[config.mk]
export PLATFORM = sky130hd
export DESIGN_NAME = divider_16_8_seq_flat
export DESIGN_NICKNAME = d
export VERILOG_FILES = /design/src/rtl/divider_pkg.sv /design/src/rtl/divider_16_8_seq_if.sv /design/src/rtl/div_restore_step.sv /design/src/rtl/divider_16_8_seq.sv /design/src/flat_wrapper.sv
export SDC_FILE = /design/constraint.sdc
export NUM_CORES = 1
export LEC_CHECK = 0
export ABC_CLOCK_PERIOD_IN_PS = 6100
export CORE_ASPECT_RATIO = 0.8
export CORE_UTILIZATION = 36
export DETAILED_ROUTE_END_ITERATION = 8
export PLACE_DENSITY = 0.58
export SLEW_MARGIN = 40
export SYNTH_ARGS = -nofsm -noshare
export SYNTH_HDL_FRONTEND = slang
export SYNTH_SLANG_ARGS = --single-unit
[constraint.sdc]
create_clock -name clk -period 6.1 [get_ports clk]
set_clock_uncertainty 0.05 [all_clocks]
set_input_delay 0.61 -clock clk [delete_from_list [all_inputs] [get_ports clk]]
set_output_delay 0.61 -clock clk [all_outputs]
set_load 0.02 [all_outputs]
[src/rtl/divider_pkg.sv]
// Shared types and defaults for the 16/8 sequential restoring divider.
package divider_pkg;

  localparam int DEF_DIVIDEND_W = 16;
  localparam int DEF_DIVISOR_W  = 8;

  typedef enum logic [1:0] {
    IDLE = 2'd0,
    BUSY = 2'd1,
    DONE = 2'd2
  } div_state_e;

  // Quotient reported when the captured divisor is zero.
  function automatic logic [DEF_DIVIDEND_W-1:0] dbz_quotient();
    return {DEF_DIVIDEND_W{1'b1}};
  endfunction

endpackage

[src/rtl/divider_16_8_seq_if.sv]
// Start/done handshake and operand/result bus for the sequential divider.
interface divider_16_8_seq_if #(
  parameter int DIVIDEND_W = 16,
  parameter int DIVISOR_W  = 8
);
  logic                  start;
  logic [DIVIDEND_W-1:0] dividend;
  logic [DIVISOR_W-1:0]  divisor;
  logic                  ready;
  logic                  done;
  logic [DIVIDEND_W-1:0] quotient;
  logic [DIVISOR_W-1:0]  remainder;
  logic                  div_by_zero;

  modport master (
    output start, dividend, divisor,
    input  ready, done, quotient, remainder, div_by_zero
  );

  modport slave (
    input  start, dividend, divisor,
    output ready, done, quotient, remainder, div_by_zero
  );
endinterface

[src/rtl/div_restore_step.sv]
// One combinational restoring-division iteration: shift in a dividend bit,
// conditionally subtract the divisor and emit the quotient bit.
module div_restore_step #(
  parameter int DIVISOR_W = 8
) (
  input  logic [DIVISOR_W:0]   i_prem,
  input  logic                 i_msb,
  input  logic [DIVISOR_W-1:0] i_divisor,
  output logic [DIVISOR_W:0]   o_prem_next,
  output logic                 o_qbit
);

  logic [DIVISOR_W:0] w_shift;
  logic [DIVISOR_W:0] w_diff;
  logic               w_ge;

  // The incoming remainder is always below the divisor, so its top bit is
  // normally clear; if set, the shifted value certainly exceeds the divisor.
  assign w_shift     = {i_prem[DIVISOR_W-1:0], i_msb};
  assign w_ge        = i_prem[DIVISOR_W] | (w_shift >= {1'b0, i_divisor});
  assign w_diff      = w_shift - {1'b0, i_divisor};
  assign o_prem_next = w_ge ? w_diff : w_shift;
  assign o_qbit      = w_ge;

endmodule

[src/rtl/divider_16_8_seq.sv]
// Sequential unsigned restoring divider, one quotient bit per clock, with a
// start/ready/done handshake and divide-by-zero reporting.
module divider_16_8_seq
  import divider_pkg::*;
#(
  parameter  int DIVIDEND_W = DEF_DIVIDEND_W,
  parameter  int DIVISOR_W  = DEF_DIVISOR_W,
  localparam int CNT_W      = $clog2(DIVIDEND_W + 1)
) (
  input  logic clk,
  input  logic rst,
  divider_16_8_seq_if.slave bus
);

  div_state_e            r_state;
  logic [CNT_W-1:0]      r_cnt;
  logic [DIVIDEND_W-1:0] r_dvd;
  logic [DIVISOR_W:0]    r_prem;
  logic [DIVISOR_W-1:0]  r_dvs;
  logic [DIVIDEND_W-1:0] r_quot;
  logic [DIVISOR_W-1:0]  r_rem;
  logic                  r_dbz;
  logic                  r_done;
  logic                  r_ready;

  logic [DIVISOR_W:0]    w_prem_next;
  logic                  w_qbit;

  div_restore_step #(
    .DIVISOR_W (DIVISOR_W)
  ) u_step (
    .i_prem      (r_prem),
    .i_msb       (r_dvd[DIVIDEND_W-1]),
    .i_divisor   (r_dvs),
    .o_prem_next (w_prem_next),
    .o_qbit      (w_qbit)
  );

  // r_dvd doubles as the quotient accumulator: dividend bits leave at the top
  // while quotient bits enter at the bottom.
  always_ff @(posedge clk) begin
    if (rst) begin
      r_state <= IDLE;
      r_cnt   <= '0;
      r_dvd   <= '0;
      r_prem  <= '0;
      r_dvs   <= '0;
      r_quot  <= '0;
      r_rem   <= '0;
      r_dbz   <= 1'b0;
      r_done  <= 1'b0;
      r_ready <= 1'b1;
    end else begin
      r_done <= 1'b0;
      case (r_state)
        IDLE: begin
          if (bus.start) begin
            r_dvd   <= bus.dividend;
            r_dvs   <= bus.divisor;
            r_prem  <= '0;
            r_ready <= 1'b0;
            if (bus.divisor != '0) begin
              r_cnt   <= CNT_W'(DIVIDEND_W);
              r_state <= BUSY;
            end else begin
              r_quot  <= DIVIDEND_W'(dbz_quotient());
              r_rem   <= bus.dividend[DIVISOR_W-1:0];
              r_dbz   <= 1'b1;
              r_done  <= 1'b1;
              r_state <= DONE;
            end
          end
        end
        BUSY: begin
          r_dvd  <= {r_dvd[DIVIDEND_W-2:0], w_qbit};
          r_prem <= w_prem_next;
          r_cnt  <= r_cnt - CNT_W'(1);
          if (r_cnt == CNT_W'(1)) begin
            r_quot  <= {r_dvd[DIVIDEND_W-2:0], w_qbit};
            r_rem   <= w_prem_next[DIVISOR_W-1:0];
            r_dbz   <= 1'b0;
            r_done  <= 1'b1;
            r_state <= DONE;
          end
        end
        DONE: begin
          r_ready <= 1'b1;
          r_state <= IDLE;
        end
        default: begin
          r_ready <= 1'b1;
          r_state <= IDLE;
        end
      endcase
    end
  end

  assign bus.ready       = r_ready;
  assign bus.done        = r_done;
  assign bus.quotient    = r_quot;
  assign bus.remainder   = r_rem;
  assign bus.div_by_zero = r_dbz;

endmodule

[src/flat_wrapper.sv]
// flat-port wrapper written by rule: the top's interface ports become plain ports
module divider_16_8_seq_flat import divider_pkg::*;
#(
  parameter  int DIVIDEND_W = DEF_DIVIDEND_W,
  parameter  int DIVISOR_W  = DEF_DIVISOR_W,
  localparam int CNT_W      = $clog2(DIVIDEND_W + 1)
)
  (clk, rst, bus_start, bus_dividend, bus_divisor, bus_ready, bus_done, bus_quotient, bus_remainder, bus_div_by_zero);
  divider_16_8_seq_if #(.DIVIDEND_W(DIVIDEND_W), .DIVISOR_W(DIVISOR_W)) bus_i ();
  input  logic clk;
  input  logic rst;
  input wire logic [$bits(bus_i.start)-1:0] bus_start;
  input wire logic [$bits(bus_i.dividend)-1:0] bus_dividend;
  input wire logic [$bits(bus_i.divisor)-1:0] bus_divisor;
  output wire logic [$bits(bus_i.ready)-1:0] bus_ready;
  output wire logic [$bits(bus_i.done)-1:0] bus_done;
  output wire logic [$bits(bus_i.quotient)-1:0] bus_quotient;
  output wire logic [$bits(bus_i.remainder)-1:0] bus_remainder;
  output wire logic [$bits(bus_i.div_by_zero)-1:0] bus_div_by_zero;
  assign bus_i.start = bus_start;
  assign bus_i.dividend = bus_dividend;
  assign bus_i.divisor = bus_divisor;
  assign bus_ready = bus_i.ready;
  assign bus_done = bus_i.done;
  assign bus_quotient = bus_i.quotient;
  assign bus_remainder = bus_i.remainder;
  assign bus_div_by_zero = bus_i.div_by_zero;
  divider_16_8_seq #(.DIVIDEND_W(DIVIDEND_W), .DIVISOR_W(DIVISOR_W)) u_core (.clk(clk), .rst(rst), .bus(bus_i));
endmodule
==> results.py <==
metrics = {
    "clock_network": {
        "cts_inserted_buffers": 9,
        "clockBufferDepth": 2,
        "cts.sinks": 67,
        "tritoncts": "done",
        "postCtsResizedCells": 0,
        "htreeDepth": 3,
        "cts_hold_buf": 0,
        "cts_root_buf": "clkbuf_8",
        "cts_setup_buffers": 0,
        "clkSlewWorstSetupHoldPaths_ns": 0.08,
        "clock_latency_ns": 0.34,
    },
    "drt": {
        "dr_total_vias": 2831,
        "wire_per_inst_um": 14.6,
        "dr.first_iter.drc_count": 145,
        "viasPerCell": 5.18,
        "wl_mm": 8.01,
        "drt.antenna.violating_nets": 0,
        "dr.pass1.iters": 4,
        "drc_errors": 0,
    },
    "flow_run": {
        "drv_cap": 0,
    },
    "sta": {
        "rsz0062_at_grt": "no",
        "hold_violations": 0,
        "setup_viol": 0,
        "layout_worst_path_cycle_share": 0.435,
        "drv_slew": 0,
        "fmax_mhz": 377,
        "final.setup.tns_ns": 0,
        "finalCriticalPeriod_ns": 2.65,
        "worst_pin_slew_ns": 0.759,
        "worst_hold_slack_ns": 0.412,
        "relSlewSlack": 0.494,
    },
    "grt": {
        "grt_pass1_vias": 2651,
        "track_usage": 0.185,
        "grt_pass1_wl_mm": 13.3,
        "antenna_found_initial": 0,
        "grt_max_degree": 69,
        "grt_overflow": 0,
    },
    "synthesis": {
        "synth_edf_count": 0,
        "synthesis.area_um2": 3190,
        "postSynthAreaPerCell_um2": 8.25,
        "ys.flop_type": "dfxtp_1",
        "syn-num-nets": 425,
        "synth_area_leaders": "dfxtp_1 (42%), nand2_1 (8.7%), nor2_1 (8.1%), a311oi_1 (5.8%), ha_1 (3.9%)",
        "ys_types": 52,
        "ys_seq_elements": 67,
        "seq_area_frac_synth": 0.420,
        "yosysWarnings": 0,
        "synth_top_area_frac": 0.420,
        "synth_top_area_cell": "dfxtp_1",
        "syn_inst": 387,
        "async_reset_ff_frac": 0,
    },
    "floorplan": {
        "rows": 30,
        "die_y_um": 86.2,
        "ioPinCount": 54,
        "initial_utilization": 0.373,
        "die_w_um": 107,
        "core-area_um2": 8560,
        "die-area_um2": 9250,
    },
    "final_layout": {
        "fillers": 863,
        "diodes": 0,
        "final_common_cell": "nand2_1",
        "finalNetCount": 468,
        "syn_to_final_growth_pct": 24.6,
        "drive_gt1_frac": 0.0782,
        "regArea_um2": 1340,
        "final_cell_mix": "nand2_1 (73), nor2_1 (69), dfxtp_1 (67)",
        "multiInputGateArea_um2": 1640,
        "utilization": 0.465,
    },
    "setup_path": {
        "r2r_start": "u_core.r_dvd[15]$_SDFFE_PP0P_",
        "required_ns": 6.24,
        "critPathArrivalTime_ns": 2.79,
        "r2r_slack_ns": 3.45,
        "crit_end": "u_core.bus.remainder[6]$_SDFFE_PP0P_",
        "startpoint_type": "flip-flop",
        "r2r_cells": 9,
        "path_class": "reg -> reg",
        "cp_max_fo": 4,
        "end_kind": "flip-flop",
        "rr_endpoint": "u_core.bus.remainder[6]$_SDFFE_PP0P_",
        "setup.worst_path.start": "u_core.r_dvd[15]$_SDFFE_PP0P_",
    },
    "hold_path": {
        "min-delay-start": "u_core.r_dvs[7]$_SDFFE_PP0P_",
        "hold_path.class": "reg -> reg",
    },
    "power_and_ir_drop": {
        "leakage_nw": 1.46,
        "powerDensity_nw_per_um2": 359,
        "peakVddDrop_mv": 0.127,
        "power.total_mw": 1.43,
    },
    "run_status": {
        "outcome": "finished clean",
    },
    "place": {
        "gp_congestion": 0.816,
        "dp_hpwl_mm": 5.57,
        "portBuffers": 53,
    },
}
-- cell usage after synthesis (all sizes together), types with 2 or more instances --
| master | n |
|---|---|
| buf | 5 |
| o211ai | 4 |
| a211oi | 14 |
| a31oi | 5 |
| o21ai | 5 |
| nor3 | 16 |
| o31ai | 2 |
| nor2 | 69 |
| a311oi | 23 |
| dfxtp | 67 |
| o21a | 3 |
| clkbuf | 19 |
| ha | 10 |
| nand2b | 3 |
| a2111oi | 2 |
| nand2 | 75 |
| nand4 | 2 |
| a21o | 3 |
| or4 | 2 |
| inv | 12 |
| a21oi | 24 |
| nand3 | 2 |
| xnor2 | 3 |
-- metrics by stage --
stage | instance area, um2 | std cells | setup WS (ns)
CTS | 3980 | 547 | 3.46
floorplan | 3190 | 387 | 3.86
detailed placement | 3720 | 531 | 3.32
finish | 3980 | 547 | 3.45
global placement | 3720 | 531 | 3.35
global route | 3980 | 547 | 3.24
-- cells by family (layout without fill, tap and decap cells) --
| group | Yosys count | in the layout | synth area share |
|---|---|---|---|
| fa+ha+maj | 11 | 11 | 0.0455 |
| compound gates | 91 | 91 | 0.221 |
| flops | 67 | 67 | 0.420 |
| xor+xnor | 4 | 4 | 0.0110 |
| buf+inv | 36 | 84 | 0.0655 |
| mux | 1 | 1 | 0.00314 |
| simple gates | 177 | 177 | 0.234 |
-- how the worst min path moves through the flow --
stage | endpoint | slack [ns] | depth (start not counted)
after CTS | u_core.r_dvs[3]$_SDFFE_PP0P_ | 0.41 | 2
after detailed placement | u_core.r_dvs[3]$_SDFFE_PP0P_ | 0.40 | 2
final | u_core.r_dvs[7]$_SDFFE_PP0P_ | 0.41 | 2
after global routing | u_core.r_prem[8]$_SDFFE_PP0P_ | 0.43 | 2
after floorplan | u_core.r_prem[8]$_SDFFE_PP0P_ | 0.38 | 2
after global placement | u_core.r_dvs[3]$_SDFFE_PP0P_ | 0.40 | 2
-- layer usage --
layer  share of wire  global-route usage
met3           0.051              0.0496
met4          0.0079              0.0473
met5               0                   0
met2            0.44               0.273
met1            0.50               0.266
-- flip-flops by register name, summed over array words and instances (netlist names) --
name,flops
u_core.r_prem,9
u_core.bus.div_by_zero,1
u_core.r_state,2
u_core.bus.quotient,16
u_core.bus.done,1
u_core.r_dvd,16
u_core.r_dvs,8
u_core.r_cnt,5
u_core.bus.remainder,8
u_core.bus.ready,1
-- critical path: stages (launching register included) --
cell,delay [ns]
dfxtp_1,0.39
inv_1,0.08
ha_1,0.23
fa_1,0.39
or2b_2,0.35
a211oi_1,0.37
o21a_1,0.17
o21ai_0,0.07
a31oi_1,0.28
a211oi_1,0.11
-- power by group --
group / switching, mW / leakage, nW / total (mW) / internal (mW)
logic: 0.278 / 0.788 / 0.449 / 0.171
registers: 0.0292 / 0.547 / 0.506 / 0.477
clock network: 0.177 / 0.130 / 0.473 / 0.296
-- layout make-up --
type                       count  area share
clock inverter                 5      0.0271
clock buffer                  11      0.0381
tap                          112      0.0352
inverter                      12      0.0113
timing repair buffer          56       0.138
multi-input combinational    284       0.413
sequential                    67       0.337
No activity file was read; power rests on OpenSTA's default activity.
